<file path="config.mk">
export PLATFORM = sky130hd
export DESIGN_NAME = stopwatch_bcd_n
export DESIGN_NICKNAME = d
export VERILOG_FILES = /design/src/rtl/stopwatch_bcd_n.sv
export SDC_FILE = /design/constraint.sdc
export NUM_CORES = 1
export LEC_CHECK = 0
export CAP_MARGIN = 20
export CORE_MARGIN = 1
export CORE_UTILIZATION = 55
export CTS_BUF_LIST = sky130_fd_sc_hd__clkbuf_8
export DETAILED_ROUTE_END_ITERATION = 6
export PLACE_DENSITY = 0.95
export SYNTH_ARGS = -nofsm -noshare
export SYNTH_HDL_FRONTEND = slang
export SYNTH_SLANG_ARGS = --single-unit
export TNS_END_PERCENT = 30
</file>
<file path="constraint.sdc">
create_clock -name clk -period 3.6 [get_ports clk]
set_input_delay 0.72 -clock clk [delete_from_list [all_inputs] [get_ports clk]]
set_output_delay 0.72 -clock clk [all_outputs]
set_load 0.1 [all_outputs]
</file>
<file path="src/rtl/stopwatch_bcd_n.sv">
// BCD up/down stopwatch with prescaler, preset load, sticky done and lap.
// Optional lap register: define STOPWATCH_LAP_EN.
//
// Parameters:
//   DVSR      clock cycles per count tick (>= 2)
//   N_DIGITS  number of BCD digits (1..8)
// Ports:
//   clk, reset       rising-edge clock, synchronous active-high reset
//   go               1 = prescaler runs, 0 = paused
//   clr              synchronous clear of count, prescaler, done, lap
//   up               1 = count up, 0 = count down
//   load, load_val   strobe to preset digits (nibbles > 9 become 9)
//   lap              strobe to capture digits into lap_digits
//   digits           registered BCD count, nibble 0 least significant
//   lap_digits       registered captured count (0 when lap disabled)
//   tick             one-cycle pulse per count tick
//   done             sticky: up-wrap or down reached zero
module stopwatch_bcd_n #(
  parameter int DVSR     = 10000000,
  parameter int N_DIGITS = 3
) (
  input  logic                  clk,
  input  logic                  reset,
  input  logic                  go,
  input  logic                  clr,
  input  logic                  up,
  input  logic                  load,
  input  logic [4*N_DIGITS-1:0] load_val,
  input  logic                  lap,
  output logic [4*N_DIGITS-1:0] digits,
  output logic [4*N_DIGITS-1:0] lap_digits,
  output logic                  tick,
  output logic                  done
);

  localparam int W  = 4 * N_DIGITS;
  localparam int PW = $clog2(DVSR);
  localparam logic [PW-1:0] PMAX = PW'(DVSR - 1);

  logic [PW-1:0] presc;
  logic [W-1:0]  nxt;
  logic [W-1:0]  sat;
  logic          carry;
  logic          wrap;

  assign tick = go & (presc == PMAX);

  // carry doubles as borrow: digit k moves only while every
  // lower digit sits at its roll-over value (9 up, 0 down)
  always_comb begin
    nxt   = digits;
    sat   = '0;
    carry = 1'b1;
    for (int k = 0; k < N_DIGITS; k++) begin
      if (load_val[4*k +: 4] > 4'd9)
        sat[4*k +: 4] = 4'd9;
      else
        sat[4*k +: 4] = load_val[4*k +: 4];
      if (carry) begin
        if (up)
          nxt[4*k +: 4] = (digits[4*k +: 4] == 4'd9)
                          ? 4'd0 : digits[4*k +: 4] + 4'd1;
        else
          nxt[4*k +: 4] = (digits[4*k +: 4] == 4'd0)
                          ? 4'd9 : digits[4*k +: 4] - 4'd1;
      end
      if (up)
        carry = carry & (digits[4*k +: 4] == 4'd9);
      else
        carry = carry & (digits[4*k +: 4] == 4'd0);
    end
    // down count parks at zero instead of rolling to all-9
    if (!up && digits == '0)
      nxt = digits;
    wrap = up ? carry : (nxt == '0);
  end

  always_ff @(posedge clk) begin
    if (reset || clr) begin
      presc  <= '0;
      digits <= '0;
      done   <= 1'b0;
    end else if (load) begin
      presc  <= '0;
      digits <= sat;
      done   <= 1'b0;
    end else if (go) begin
      presc <= tick ? '0 : presc + PW'(1);
      if (tick) begin
        digits <= nxt;
        if (wrap)
          done <= 1'b1;
      end
    end
  end

`ifdef STOPWATCH_LAP_EN
  logic [W-1:0] lap_q;

  always_ff @(posedge clk) begin
    if (reset || clr)
      lap_q <= '0;
    else if (lap)
      lap_q <= digits;
  end

  assign lap_digits = lap_q;
`else
  logic unused_lap;

  assign unused_lap = lap;
  assign lap_digits = '0;
`endif

endmodule

</file>
==> flow_metrics.py <==
metrics = {
    "run_status": {
        "outcome": "finished clean",
    },
    "sta": {
        "tightestPinTransition_ns": 0.964,
        "fmax_mhz": 295,
        "slew_viol_final": 0,
        "hold_violations": 0,
        "layout_setup_ws_ns": 0.215,
        "setup-tns-final_ns": 0,
        "rsz0062_at_grt": "no",
        "relSlewSlack": 0.356,
        "post-route-period-util": 0.940,
        "finalSetupViolCount": 0,
        "period_needed_ns": 3.38,
        "finalClockSkew_ns": 0.00523,
    },
    "cts": {
        "cts_buffer_depth": 2,
        "cts-resized-gates": 0,
        "cts_setup_buffers": 0,
        "cts.clk_slew.worst_paths_ns": 0.07,
        "htreeDepth": 2,
        "clock_sinks": 37,
        "clkLatencyLatePin_ns": 0.30,
        "postCtsHoldBufs": 0,
        "cts_tree": "built",
        "numCtsBuffers": 5,
        "root_buffer": "clkbuf_8",
    },
    "synth": {
        "synth_cell_types": 56,
        "synth_common_cells": "50 x nor2_1, 37 x dfxtp_1, 19 x nand2_1, 18 x o21ai_0, 17 x xor2_1",
        "syn-cell-area_sq_mm": 0.00249,
        "ys.flop_type": "dfxtp_1",
        "synth_top_area_share": 0.297,
        "synth_edf_count": 0,
        "synthAdderAreaFrac": 0.00502,
        "ys_seq_area_frac": 0.297,
        "yosysMostFrequentCell": "nor2_1",
        "synth_seq_cells": 37,
        "postSynthAreaPerCell_sq_um": 7.64,
        "synth_mux_area_frac": 0.0241,
        "synth_compound_area_frac": 0.150,
        "synthXorXnorAreaFrac": 0.0984,
        "yosysWarningCount": 0,
        "async_flop_share": 0,
        "synthTopCellsByArea": "dfxtp_1 30%, nor2_1 7.5%, xor2_1 6.0%",
        "yosys.area_share.simple": 0.333,
        "synth_top_family_by_area": "simple AND/OR/NAND/NOR gates",
        "synth_top_area_cell": "dfxtp_1",
        "netlist_instances": 326,
    },
    "pwr": {
        "cellPowerDensity_mw_per_mm2": 339,
        "power.switching_w": 0.000308,
        "p_int_w": 0.000673,
        "ir_worst_vdd_mv": 0.322,
        "power.share.clock": 0.359,
        "p_sw_frac": 0.314,
        "pwr-share-comb": 0.204,
        "cellLeakagePower_nw": 1.04,
        "p_seq_frac": 0.437,
        "finalPower_w": 0.000981,
    },
    "global_route": {
        "gr-total-overflow": 0,
        "grt_max_degree": 26,
        "antenna_found_initial": 0,
        "grt_pass1_vias": 2169,
        "grt.total_usage": 0.250,
        "grt_first_pass_wirelength_mm": 9.79,
    },
    "placement": {
        "port_buffers": 31,
        "placed_area_sq_mm": 0.00279,
        "gp_congestion": 0.845,
        "hpwlAfterDp_mm": 4.05,
        "pre_cts_ws_ns": 0.277,
        "post-place-cells": 398,
    },
    "floorplanning": {
        "die_h_um": 69.3,
        "die-area_sq_mm": 0.00480,
        "rows": 24,
        "core_sq_mm": 0.00435,
        "initial_core_util": 0.572,
        "io_pins": 45,
        "dieWidth_um": 69.3,
    },
    "job": {
        "cap_violations": 0,
    },
    "critical_path": {
        "worstPathMaxFanout": 6,
        "end_kind": "output port",
        "arrival_ns": 2.66,
        "worstSetupPathType": "input port to output port",
        "cp-start-kind": "input port",
        "worstPathRequired_ns": 2.88,
    },
    "finish": {
        "n_fill_cell": 340,
        "fin_cells": 405,
        "seqCellArea_sq_um": 741,
        "antenna_cells": 0,
        "drive_gt1_frac": 0.113,
        "multi_input_area_sq_mm": 0.00157,
        "syn_to_final_growth_pct": 16.2,
        "nets": 373,
        "design_area_sq_mm": 0.00289,
    },
    "routing": {
        "antenna_left": 0,
        "firstDrtPassIters": 5,
        "drc": 0,
        "avgRoutedWirePerCell_um": 14.1,
        "via_per_inst": 5.93,
        "dr_total_vias": 2400,
        "drt_wl_total_mm": 5.71,
        "drt_iter0_drc": 180,
    },
    "min_path": {
        "hp-class": "register to register",
    },
}
## layer usage
layer / up-vias / GRT usage / wire length, um
li1: 1180 / - / -
met1: 1123 / 0.320 / 2540
met2: 80 / 0.396 / 2720
met3: 17 / 0.0567 / 303
met4: 0 / 0.120 / 142
met5: - / 0 / 0
## sequential cells by signal, summed over array words and instances (netlist names)
| signal | count |
|---|---|
| digits | 12 |
| done | 1 |
| presc | 24 |
## stage by stage
stage	hold WS [ns]	utilization
2_1_floorplan	0.457	-
3_3_place_gp	0.473	0.641
3_5_place_dp	0.489	0.641
4_1_cts	0.510	0.665
5_1_grt	0.551	0.665
6_report	0.513	0.665
## worst max-delay path, cell delays in order
cell and delay [ns]:
clkdlybuf4s50_1 0.63, nand4_1 0.15, or3_1 0.44, or2_1 0.25, inv_1 0.25, buf_12 0.22
## power by group through the flow
stage | combinational [W] | sequential [W] | clock (W)
floorplan | 0.000138 | 0.000458 | 0
global placement | 0.000195 | 0.000437 | 0
detailed placement | 0.000198 | 0.000437 | 0
CTS | 0.000199 | 0.000428 | 0.000355
global route | 0.000212 | 0.000430 | 0.000373
finish | 0.000200 | 0.000428 | 0.000352
## path summary, 6_finish.rpt
check                         start                endpoint  slack [ns]  depth (start not counted)
min reg2reg   presc[1]$_SDFFE_PP0P_   presc[1]$_SDFFE_PP0P_        0.51                          2
min           presc[1]$_SDFFE_PP0P_   presc[1]$_SDFFE_PP0P_        0.51                          2
max reg2reg  presc[13]$_SDFFE_PP0P_  digits[5]$_SDFFE_PP0P_        0.91                          6
max                              go                    tick        0.22                          6
## logic make-up after synthesis
| logic type | after synthesis |
|---|---|
| AO/OA/AOI/OAI | 57 |
| XOR/XNOR | 28 |
| adder cells (fa/ha/maj) | 1 |
| buffers and inverters | 43 |
| flip-flops | 37 |
| multiplexers | 6 |
| other | 1 |
| AND/OR/NAND/NOR | 153 |
## cell usage in the layout, fill, tap and decap left out, types with 5 or more instances in the layout
master,n
mux2i_1,6
nand4_1,6
or3_1,6
dfxtp_1,37
clkbuf_8,5
nor2_1,50
nor4_1,5
xor2_1,17
nand2_1,19
inv_1,9
nand3b_1,7
nand3_1,16
buf_4,22
xnor2_1,11
clkdlybuf4s50_1,20
a21oi_1,10
o21ai_0,18
and3_1,6
nor3_1,10
conb_1,12
## layout make-up
| cell class | count | share of cell area |
|---|---|---|
| clock inverters | 2 | 0.0121 |
| well taps | 52 | 0.0225 |
| clock buffers | 5 | 0.0238 |
| inverters | 9 | 0.0117 |
| repair buffers | 43 | 0.133 |
| flip-flops and latches | 37 | 0.256 |
| multi-input cells | 257 | 0.541 |
(Power assumes the default switching activity.)
==> edit 1 (same flow settings) <==
Register the output `tick`, without a reset; this adds one clock of latency there. The other outputs are not delayed to match. Comments in the files are not updated.
--- a/src/rtl/stopwatch_bcd_n.sv
+++ b/src/rtl/stopwatch_bcd_n.sv
@@ -37,13 +37,15 @@
   localparam int PW = $clog2(DVSR);
   localparam logic [PW-1:0] PMAX = PW'(DVSR - 1);
 
+  logic tick_d;
+
   logic [PW-1:0] presc;
   logic [W-1:0]  nxt;
   logic [W-1:0]  sat;
   logic          carry;
   logic          wrap;
 
-  assign tick = go & (presc == PMAX);
+  assign tick_d = go & (presc == PMAX);
 
   // carry doubles as borrow: digit k moves only while every
   // lower digit sits at its roll-over value (9 up, 0 down)
@@ -85,8 +87,8 @@
       digits <= sat;
       done   <= 1'b0;
     end else if (go) begin
-      presc <= tick ? '0 : presc + PW'(1);
-      if (tick) begin
+      presc <= tick_d ? '0 : presc + PW'(1);
+      if (tick_d) begin
         digits <= nxt;
         if (wrap)
           done <= 1'b1;
@@ -112,5 +114,9 @@
   assign lap_digits = '0;
 `endif
 
+  always_ff @(posedge clk) begin
+    tick <= tick_d;
+  end
+
 endmodule
 
Function: same outputs for any inputs over 10 cycles, from zero or initial values; that may be too few to reach the edited logic, so the function may still have changed.
==> edit 1 against the original RTL <==
Hold slack better by 0.010 ns. Wire length increased by 6.3%. First-iteration DRC count grew 2.2%. Setup slack improved by 0.40 ns. Cell area rose by 1.3%. Power grew 11%. Sequential cell count up 1. Die area is 0.78% higher. Synthesized area increased by 0.80%. Critical endpoint is now presc[17]. Largest cell class unchanged. Highest routed layer unchanged.
==> edit 1: results (changes against the original RTL) <==
outcome complete, no violations; Clock Latency Late Sink 0.30 ns (about the same); asr flop ratio synth 0% (unchanged); placed instance area 2793 um^2 (about the same); Resized Gates After CTS 0 (unchanged); pre-CTS setup slack 0.3891 ns (+0.1124 ns); post-synthesis mux area share 2.392% (-0.019 points); Synth Area in Adders 0.4983% (-0.0040 points); CP max FO 6 (unchanged); post-DP HPWL 4077 um (+0.77%); Slew headroom 34.39% (-1.2 points); top post-synthesis cells by area dfxtp_1, nor2_1, xor2_1; Yosys warnings 0 (unchanged); post-CTS setup repair buffer count 0 (unchanged); diode count 0 (unchanged); first-pass GRT wire length 10180 um (+3.9%); root buf cell clkbuf_8; Nets 373 (unchanged); vias in the first global route 2269 (+4.6%); Top Registers presc (24), digits (12); largest net degree at the start of global routing 26 (unchanged); H-tree levels 2 (unchanged); Slowest-stage cell, CP or4b_2; sequential area share after synthesis 30.29% (+0.56 points); Synth Area in XOR/XNOR 9.766% (-0.078 points); DRT iter0 DRCs 184 (+2.2%); synth cell count leaders nor2_1, dfxtp_1, nand2_1; hold crit path type flop to flop; Worst EP arrival 3.17 ns (+0.51 ns); post-synthesis compound-gate area fraction 14.85% (-0.12 points); peak supply drop 350.6 uV (+9.0%); GRT Total Usage 26.03% (+1.0 points); Final GP Congestion 0.8843 (+4.7%); PortBufs 31 (unchanged); DR WL/cell 14.95 um (+6.1%); leak pwr 1.053 nW (+1.4%); Syn Inst Count 327 (+0.31%); layout cells sized above 1 11.02% (-0.31 points); non-filler cells, final 406 (+0.25%); initial antenna violation count 0 (unchanged); clk_skew 0.005937 ns (+0.0007047 ns); drt via density 6.059 (+2.2%); max incr delay on CP 0.69 ns (+0.06 ns)
==> edit 1: cell count changes in the layout (fill, tap and decap cells not counted) <==
cell	delta
buf_12	-1
buf_4	-1
bufinv_16	+1
clkdlybuf4s50_1	+1
clkinv_2	-1
clkinv_4	+1
dfxtp_1	+1
==> edit 1: kinds of logic after synthesis <==
kind of cell | after synthesis
AOI/OAI and AO/OA | 57
xor gates and xnor gates | 28
adders and majority gates | 1
buffers and inverters | 43
DFF | 38
muxes | 6
other | 1
and+or+nand+nor | 153
==> edit 1: power by group <==
group	switching, mW	internal, mW	total [mW]
clock network	0.172	0.278	0.449
registers	0.0146	0.425	0.439
logic	0.144	0.0568	0.201
total	0.330	0.759	1.09
==> edit 1: layout make-up <==
type                            instances  area, um^2
Timing Repair Buffer                   42       367.9
Clock inverter                          3       68.82
Fill cell                             345        1454
Inverter                                9       33.78
Multi-Input combinational cell        257        1565
Clock buffer                            5       68.82
Sequential cell                        38       760.7
Tap cell                               52       65.06
==> edit 1: worst max-delay path, delay by kind of cell <==
kind | cells | cell delay [ns]
simple gates | 5 | 1.49
buf+inv | 2 | 0.81
xor+xnor | 1 | 0.16
==> edit 1: path summary, 6_finish.rpt <==
check | to | slack, ns | cells after the start | start
max | presc[17] | 0.61 | 8 | go
min | presc[23] | 0.52 | 2 | presc[23]
max reg2reg | digits[2] | 0.82 | 7 | presc[13]
min reg2reg | presc[23] | 0.52 | 2 | presc[23]
==> edit 1: routing by layer <==
metal  GRT usage (%)  up-vias  share of wire [%]
met2           42.93      117                 48
li1                -     1178                  -
met1           31.66     1145                 42
met3           6.250       20                6.8
met5               0        -                  0
met4           12.70        0                2.8
==> edit 2 (config.mk and constraints unchanged) <==
Without the edit above. Set the parameter `N_DIGITS` to 2 (it was 3).
--- a/src/rtl/stopwatch_bcd_n.sv
+++ b/src/rtl/stopwatch_bcd_n.sv
@@ -17,7 +17,7 @@
 //   done             sticky: up-wrap or down reached zero
 module stopwatch_bcd_n #(
   parameter int DVSR     = 10000000,
-  parameter int N_DIGITS = 3
+  parameter int N_DIGITS = 2
 ) (
   input  logic                  clk,
   input  logic                  reset,
Ports: changed (resized digits, lap_digits and load_val); port bits go from 45 to 33. No check against the original RTL was run, so the function may have changed too.
==> edit 2 against the original RTL <==
Sequential cell count down 4. Die area down 13%. Power decreased by 21%. Count of clock-buffer cells in the layout stayed put. Combinational power is 28% lower. Synthesized cell count shrank 17%. Setup slack better by 0.11 ns. Synthesized area down 14%. Wire length decreased by 24%. Cell area decreased by 16%. Critical path type unchanged.
==> edit 2: results (changes against the original RTL) <==
met2 wire length 2186 um (-20%); Final GP Congestion 0.7828 (-7.4%); met2 Use GR 41.18% (+1.6 points); Synth Area in XOR/XNOR 10.59% (+0.74 points); sequential area share after synthesis 30.72% (+0.98 points); largest net degree at the start of global routing 22 (-15%); Top delay family on crit path simple AND/OR/NAND/NOR gates; first-pass GRT wire length 7500 um (-23%); Synth Area in Adders 0.5817% (+0.079 points); met3 WL 183 um (-40%); CP max FO 8 (+2); vias in the first global route 1797 (-17%); peak supply drop 243.3 uV (-24%); max incr delay on CP 0.59 ns (-0.04 ns); outcome complete, no violations; synth cell count leaders nor2_1, dfxtp_1, xnor2_1; leak pwr 0.8591 nW (-17%); GRT Total Usage 23.05% (-1.9 points); met3 Use GR 5.810% (+0.14 points); cell-internal power 0.5415 mW (-19%); Top Registers presc (24), digits (8), done (1); Slew headroom 35.44% (-0.12 points); PortBufs 23 (-26%); share of total power in the clock network 32.5% (-3.4 points); CTS Buf Count 5 (unchanged); Flop+latch power 0.379 mW (-11%); drt via density 5.741 (-3.1%); top routing layer used met4; top post-synthesis cells by area dfxtp_1, xnor2_1, nor2_1; Cell variety after synth 54 (-3.6%); post-synthesis compound-gate area fraction 14.83% (-0.13 points); routed wire length 4322 um (-24%); post-DP HPWL 3145 um (-22%); layout cells sized above 1 9.375% (-2.0 points); Layout fillers 316 (-7.1%); post-synthesis mux area share 2.850% (+0.44 points); DRT iter0 DRCs 120 (-33%); Slowest-stage cell, CP clkdlybuf4s50_1; Nets 303 (-19%); met1 Track Usage GR 25.08% (-7.0 points); clk_skew 0.005904 ns (+0.0006711 ns); M1 wire length 1884 um (-26%)
==> edit 2: changes by cell type in the layout (fill, tap and decap cells not counted), sizes merged, moves of 5 or more <==
| cell | unedited run | this run |
|---|---|---|
| xor2 | 17 | 8 |
| xnor2 | 11 | 18 |
| or3 | 6 | 0 |
| clkdlybuf4s50 | 20 | 15 |
| buf | 23 | 11 |
| o21ai | 20 | 10 |
| nor2 | 50 | 38 |
| nand2 | 19 | 14 |
==> edit 2: final timing paths <==
check	startpoint	to	slack [ns]	depth (start not counted)
setup / recovery	go	tick	0.33	6
hold / removal	done	done	0.51	2
setup reg to reg	presc[18]	digits[0]	1.32	5
hold reg to reg	done	done	0.51	2
==> edit 2: tightest hold or removal path, cell delays in order, from the launching register on <==
cell and delay (ns):
dfxtp_1 0.34, o21bai_1 0.08, o31ai_1 0.06
==> edit 2: cells by family after synthesis <==
family	count (synthesis)
mux	6
buf+inv	29
xor+xnor	26
compound gates	45
simple gates	128
fa+ha+maj	1
other cells	1
flops	33
==> edit 2: area by class of cell <==
type | count | area [um^2] | area share, %
Sequential cell | 33 | 660.6 | 27.13
Clock buffer | 5 | 68.82 | 2.826
Inverter | 7 | 26.28 | 1.079
Multi-Input combinational cell | 214 | 1363 | 55.96
Clock inverter | 3 | 11.26 | 0.4625
Tap cell | 48 | 60.06 | 2.467
Timing Repair Buffer | 26 | 245.2 | 10.07
==> edit 2: per-stage QoR <==
step	cells	power (mW)	instance area (um^2)	setup WS (ns)
detailed placement	328	0.5309	2355	0.3741
global placement	328	0.5291	2355	0.4028
global route	336	0.8145	2435	0.2287
floorplan	276	0.5067	2177	0.6658
finish	336	0.7765	2435	0.3253
CTS	336	0.7867	2435	0.3369
